$ cat config.mk
export PLATFORM = sky130hd
export DESIGN_NAME = vpu_sram_rd_port_ctrl
export DESIGN_NICKNAME = d
export VERILOG_FILES = /design/src/rtl/vpu_sram_rd_port_ctrl.sv
export SDC_FILE = /design/constraint.sdc
export NUM_CORES = 1
export LEC_CHECK = 0
export BUFFER_PORTS_ARGS = -buffer_cell sky130_fd_sc_hd__buf_4
export CAP_MARGIN = 40
export CORE_AREA = 2 2 514 516
export DETAILED_ROUTE_END_ITERATION = 10
export DIE_AREA = 0 0 516 518
export PLACE_DENSITY = 0.3
export SLEW_MARGIN = 20
export SYNTH_ARGS = -nofsm -noshare
export SYNTH_HDL_FRONTEND = slang
export SYNTH_SLANG_ARGS = --single-unit
$ cat constraint.sdc
create_clock -name clk -period 2.2 [get_ports clk]
set_clock_uncertainty 0.2 [all_clocks]
set_input_delay 0.55 -clock clk [delete_from_list [all_inputs] [get_ports clk]]
set_output_delay 0.55 -clock clk [all_outputs]
set_load 0.1 [all_outputs]
$ cat src/rtl/vpu_sram_rd_port_ctrl.sv
// Read-port responder: takes one VPU source burst and steers its beats onto the latched SRAM bank.
// Latency: sram_csb_o/sram_addr_o follow reb_i combinationally; rvalid_o rises RD_LAT+1 cycles after each beat.
// Backpressure: none once the burst is granted; a busy bank only stalls the grant while in IDLE.
module vpu_sram_rd_port_ctrl #(
    parameter int BANK_CNT       = 4,
    parameter int BANK_CNT_LG2   = 2,
    parameter int BANK_DEPTH_LG2 = 10,
    parameter int DATA_WIDTH     = 256,
    parameter int RD_LAT         = 1
) (
    input  logic                           clk,
    input  logic                           rst_n,
    input  logic                           rreq_i,
    input  logic [BANK_CNT_LG2-1:0]        rid_i,
    input  logic [BANK_DEPTH_LG2-1:0]      raddr_i,
    input  logic                           reb_i,
    input  logic                           rlast_i,
    output logic                           rack_o,
    output logic [DATA_WIDTH-1:0]          rdata_o,
    output logic                           rvalid_o,
    input  logic [BANK_CNT-1:0]            bank_busy_i,
    output logic [BANK_CNT-1:0]            bank_lock_o,
    output logic [BANK_CNT-1:0]            sram_csb_o,
    output logic [BANK_DEPTH_LG2-1:0]      sram_addr_o,
    input  logic [BANK_CNT*DATA_WIDTH-1:0] sram_rdata_i,
    output logic                           err_o
);

    typedef enum logic [1:0] {IDLE, GRANT, BURST, DRAIN} state_t;

    state_t                      state_q, state_d;
    logic [BANK_CNT_LG2-1:0]     bank_q;
    logic [BANK_DEPTH_LG2-1:0]   addr_q;
    logic [RD_LAT-1:0]           pipe_q;
    logic [BANK_CNT-1:0]         bank_oh;
    logic                        issue;
    logic                        set_err;

    // State register, latched bank and sticky error flag
    always_ff @(posedge clk or negedge rst_n) begin
        if (!rst_n) begin
            state_q <= IDLE;
            bank_q  <= '0;
            err_o   <= 1'b0;
        end else begin
            state_q <= state_d;
            if (state_q == IDLE && state_d == GRANT)
                bank_q <= rid_i;
            if (set_err)
                err_o <= 1'b1;
        end
    end

    // Next-state logic; an early drop of rreq_i inside a burst is flagged as an error
    always_comb begin
        state_d = state_q;
        set_err = 1'b0;
        case (state_q)
            IDLE:  if (rreq_i && !bank_busy_i[rid_i]) state_d = GRANT;
            GRANT: state_d = BURST;
            BURST: begin
                if (issue && rlast_i) begin
                    state_d = DRAIN;
                end else if (!rreq_i) begin
                    state_d = DRAIN;
                    set_err = 1'b1;
                end
            end
            DRAIN: if (pipe_q == '0 && !rreq_i) state_d = IDLE;
            default: state_d = IDLE;
        endcase
    end

    // Outputs decoded from state; beats drive the SRAM straight from the request inputs
    always_comb begin
        bank_oh     = BANK_CNT'(1) << bank_q;
        rack_o      = (state_q == GRANT);
        bank_lock_o = (state_q != IDLE) ? bank_oh : '0;
        issue       = (state_q == BURST) && !reb_i;
        sram_csb_o  = issue ? ~bank_oh : '1;
        sram_addr_o = issue ? raddr_i : addr_q;
    end

    // Hold the last issued address so idle cycles leave the SRAM address bus stable
    always_ff @(posedge clk or negedge rst_n) begin
        if (!rst_n)
            addr_q <= '0;
        else if (issue)
            addr_q <= raddr_i;
    end

    // Valid shift register tracking beats through the SRAM macro latency
    always_ff @(posedge clk or negedge rst_n) begin
        if (!rst_n)
            pipe_q <= '0;
        else
            pipe_q <= (pipe_q << 1) | RD_LAT'(issue);
    end

    // Capture bank data as each tracked beat matures; rdata_o holds between beats
    always_ff @(posedge clk or negedge rst_n) begin
        if (!rst_n) begin
            rvalid_o <= 1'b0;
            rdata_o  <= '0;
        end else begin
            rvalid_o <= pipe_q[RD_LAT-1];
            if (pipe_q[RD_LAT-1])
                rdata_o <= sram_rdata_i[bank_q*DATA_WIDTH +: DATA_WIDTH];
        end
    end

endmodule

* After elaboration in Yosys (flattened, before gate mapping)
Index checks and enable logic that the tools add are counted.
** Storage, ports and cells
- Register bits after elaboration :: 273
- Input port bits :: 1045
- Logic and storage cells :: 39
- Memories :: 0
- Latch bits :: 0
- Memory bits (writable) :: 0
- Output and inout bits :: 277
- Bits in read-only memories :: 0
** Cells by class
- Multiply operators :: 0
- Bitwise logic cells :: 2
- Reductions and logical operators :: 10
- Shifts and indexed selects :: 2
- Magnitude comparators :: 1
- Multiplexer cells :: 13
- Equality and inequality tests :: 4
- Divide/modulo/power cells :: 0
- Add/subtract/negate cells :: 0
** Operators with widths (number)
- $shiftx 1024x11->256 :: 1
- $mux 10 :: 1
- $mux 2 :: 4
- $mux 4 :: 2
- $pmux 2 s4 :: 1
- $logic_and 1x1->1 :: 5
- $eq 2x1->1 const B :: 2
- $eq 2x2->1 const B :: 2
- $mux 1 :: 4
- $not 4->4 :: 1
- $shl 1x2->4 const A :: 1
- $logic_not 1->1 :: 3
- $lt 2x3->1 const B :: 1
- $bmux 1 s2 :: 1
- $logic_not 2->1 :: 1
- $reduce_bool 2->1 :: 1
- $not 1->1 :: 1

* Longest topological paths before layout
- Word-level depth :: 8
- Mapped depth :: 5
- Depth with buffers taken out :: 3

* Worst setup path after synthesis
OpenSTA, ideal clock, no wires.
- Path type :: reg2out
- From :: reg bank_q[0]
- To :: out bank_lock_o[1]
- Path buffers :: 3
- Cell stages (with the launch flop) :: 5
- Data arrival time :: 3.256 ns
- Required time :: 1.450 ns
- Setup slack :: -1.806 ns
- Cells stage by stage :: dfrtp_1 -> buf_6 -> buf_2 -> clkbuf_1 -> nor3b_1
** On the way
- Word-level cells in the longest chain between the ends :: 2
** Ends and longest elaborated chain
- start, declared :: RTL line 32 : logic [BANK_CNT_LG2-1:0] bank_q;
- start signal, assigned :: RTL line 48 : bank_q <= rid_i;
- $shl 1x2->4 :: RTL line 76 : bank_oh = BANK_CNT'(1) << bank_q;
- $mux 4 :: RTL line 78 : bank_lock_o = (state_q != IDLE) ? bank_oh : '0;
- end, declared :: RTL line 22 : output logic [BANK_CNT-1:0] bank_lock_o,
No other way between the ends.

* Worst setup path in the final report
- From :: reg state_q[0]
- To :: out sram_addr_o[9]
** On the way
- Word-level cells in the longest chain between the ends :: 3
** Ends and longest elaborated chain
- start, declared :: RTL line 31 : state_t state_q, state_d;
- start signal, assigned :: RTL line 46 : state_q <= state_d;
- $eq 2x2->1 :: RTL line 79 : issue = (state_q == BURST) && !reb_i;
- $logic_and 1x1->1 :: RTL line 79
- $mux 10
- end, declared :: RTL line 24 : output logic [BANK_DEPTH_LG2-1:0] sram_addr_o,
No other way between the ends.

==> flow_metrics.env <==
export IMPL_outcome="finished with violations"
export IMPL_clock_latency_ps=660
export IMPL_grt_max_degree=59
export IMPL_drt_wirelength_per_cell_um=34.4
export IMPL_drcViolationCount=0
export IMPL_hold_viol=0
export IMPL_grt_overflow=0
export IMPL_critPathLaunch="state_q[0]$_DFF_PN0_"
export IMPL_drt_iter0_drc=1140
export IMPL_vdd_drop_max_mv=0.938
export IMPL_worst_hold_path_type="in2reg"
export IMPL_ios=1322
export IMPL_start_util_pct=6.64
export IMPL_grt_use_met2_pct=22.7
export IMPL_nNetsFinal=3405
export IMPL_antenna_found_initial=305
export IMPL_p_seq_share_pct=17.9
export IMPL_timing_fmax_ghz=0.360
export IMPL_drt_vias_per_instance=2.95
export IMPL_gp_congestion=0.890
export IMPL_drive_above_1_share_pct=86.8
export IMPL_path_cells="nand2b_4 > nor2_4 > buf_12 > mux2_2 > buf_6"
export IMPL_synthTopCellsByArea="dfrtp_1 (39%), mux4_2 (33%), mux2_4 (17%), mux2_2 (4.0%), buf_12 (2.5%)"
export IMPL_worst_pin_slew_ps=618
export IMPL_r2r_setup_slack_ps=-140
export IMPL_drv_slew=0
export IMPL_cts_tree="done"
export IMPL_syn_nets=1965
export IMPL_yosys_area_top_type="dfrtp_1"
export IMPL_syn_area_um2=17400
export IMPL_finalNonFillerCells=5981
export IMPL_min_period_over_period_pct=126
export IMPL_synth_cells=920
export IMPL_worstSetupPathType="reg2out"
export IMPL_slew_headroom_pct=58.8
export IMPL_grt_pass1_vias=18200
export IMPL_crit_family="flip-flops"
export IMPL_coreArea_um2=262000
export IMPL_gr_usage_all_layers_pct=14.7
export IMPL_reg2reg_from="bank_q[0]$_DFFE_PN0P_"
export IMPL_rows=188
export IMPL_setup_viol=213
export IMPL_die_x_um=516
export IMPL_min_delay_start="sram_rdata_i[1012]"
export IMPL_cts_sinks=273
export IMPL_die_y_um=518
export IMPL_cts_made_buffers=46
export IMPL_grt_pass1_wl_um=244000
export IMPL_p_comb_share_pct=67.9
export IMPL_path_max_fanout=11
export IMPL_dp_hpwl_um=182000
export IMPL_die_area_um2=267000
export IMPL_rsz0062_at_grt="true"
export IMPL_h_tree_depth=2
export IMPL_yosysSeqAreaShare_pct=39.3
export IMPL_net_switching_power_uw=30700
export IMPL_port_buffers=1321
export IMPL_power_density_nw_per_um2=1520
export IMPL_met3_usage_pct=11.8
export IMPL_netSwitchingFraction_pct=56.8
export IMPL_internal_power_uw=23300
export IMPL_max_stage_delay_ps=370
export IMPL_drt_pass1_iterations=4
export IMPL_period_minus_slack_ps=2770
export IMPL_drtAntennaViolNets=0
export IMPL_layout_setup_ws_ps=-575
export IMPL_power_frac_clock_pct=14.2
export IMPL_synthDistinctLibCells=28
export IMPL_arrival_ps=2020
export IMPL_ctsLongestPathBuffers=3
export IMPL_cp_buffers_inverters=2
export IMPL_fin_util_pct=13.6
export IMPL_ys_seq_elements=273
export IMPL_synth_warnings=0
export IMPL_leakage_uw=0.0155
export IMPL_crit_slowest_cell="dfrtp_1"
export IMPL_clk_pin_slew_ps=60
export IMPL_maxCapViolCount=0
export IMPL_required_ps=1450
export IMPL_start_kind="flip-flop"
export IMPL_area_growth_synth_to_final_pct=104
export IMPL_placed_cells=5769
export IMPL_cp_end_kind="output pin"
export IMPL_root_buffer="clkbuf_16"
export IMPL_vias=17700
export IMPL_synth_top_area_share_pct=39.3
export IMPL_grt_use_met1_pct=15.8
export IMPL_violations="negative setup slack"
export IMPL_synth_area_per_cell_um2=18.9
export IMPL_busiest_layer="met2"
export IMPL_wirelength_um=206000
## power groups by stage
stage	clock [uW]	combinational [uW]	sequential, uW
finish	7650	36700	9660
global route	8160	37500	9960
CTS	8100	36600	9660
detailed placement	0	35400	9540
global placement	0	35300	9580
floorplan	0	8210	26700
## stage by stage
stage               TNS, ps  power [uW]  cell area, um^2  hold slack, ps  setup WS (ps)
detailed placement    -1390       45000            32200             247           -110
floorplan              -761       34900            17500            54.4           -172
CTS                  -18290       54400            34800            34.0           -679
finish               -23660       54000            35500             133           -575
global placement      -1120       44900            32200             243           -120
global route         -33590       55700            35400            87.3           -712
## tightest hold or removal path: stages
cell and delay (ps):
buf_4 80, mux4_2 200, mux2_2 130
## placed cells by master (no fill, tap or decap), drive strengths merged
master and n:
a211oi 1, a21o 1, a21oi 1, a22o 2
a31o 2, a31oi 1, buf 1455, bufinv 2
clkbuf 78, clkinv 5, clkinvlp 3, dfrtp 273
diode 74, dlygate4sd3 17, inv 5, mux2 266
mux2i 4, mux4 257, nand2 2, nand2b 1
nand3 3, nand3b 2, nor2 4, nor2b 2
nor3 1, nor3b 2, o21a 2
## final cells by class
type	instances	area, um^2
inverters	3	11.3
multi-input cells	554	9900
repair buffers	1482	12700
clock inverters	12	125
fillers	29700	226000
well taps	3515	4400
diodes	74	185
clock buffers	68	1340
flip-flops and latches	273	6850
## layer usage
| metal | routed length (um) | vias to the layer above |
|---|---|---|
| li1 | - | 6854 |
| met1 | 75700 | 8770 |
| met2 | 89800 | 1354 |
| met4 | 3700 | 216 |
| met3 | 35200 | 462 |
| met5 | 1430 | - |
## repair_timing
item | CTS | global route
gates resized for setup | 172 | 60
setup buffers | 19 | 12
pin swaps | 2 | 2
hold endpoints to repair | 102 | 0
endpoints found under the setup margin | 155 | 148
gates cloned | 8 | 10
hold buffers | 17 | 0
## path summary, 6_finish.rpt
path	cells after the start	endpoint
min reg2reg	1	err_o$_DFFE_PN0P_
max in group asynchronous	4	rdata_o[128]$_DFFE_PN0P_
max reg2reg	7	rdata_o[135]$_DFFE_PN0P_
max	5	sram_addr_o[9]
min in group asynchronous	2	rdata_o[34]$_DFFE_PN0P_
min	3	rdata_o[244]$_DFFE_PN0P_
## flip-flops by register name (all words and copies together), names as in the netlist
signal	flops
rdata_o	256
addr_q	10
bank_q	2
state_q	2
err_o	1
pipe_q	1
rvalid_o	1
## logic make-up after synthesis
logic type | after synthesis | synth area share [%]
AO/OA/AOI/OAI | 10 | 0.439
AND/OR/NAND/NOR | 17 | 0.525
multiplexers | 527 | 55.1
buffers and inverters | 93 | 4.64
flip-flops | 273 | 39.3
## synth_stat cells, drive strengths merged
library cell    n
mux4          257
nor3            1
a21o            1
mux2          266
a31o            2
a211oi          1
nand2           2
nand3           3
a31oi           1
dfrtp         273
nor3b           2
nor2b           2
mux2i           4
o21a            2
a21oi           1
clkbuf         12
inv             3
nor2            4
a22o            2
buf            78
nand2b          1
nand3b          2
Note: power is estimated with default switching activity, not from simulation.
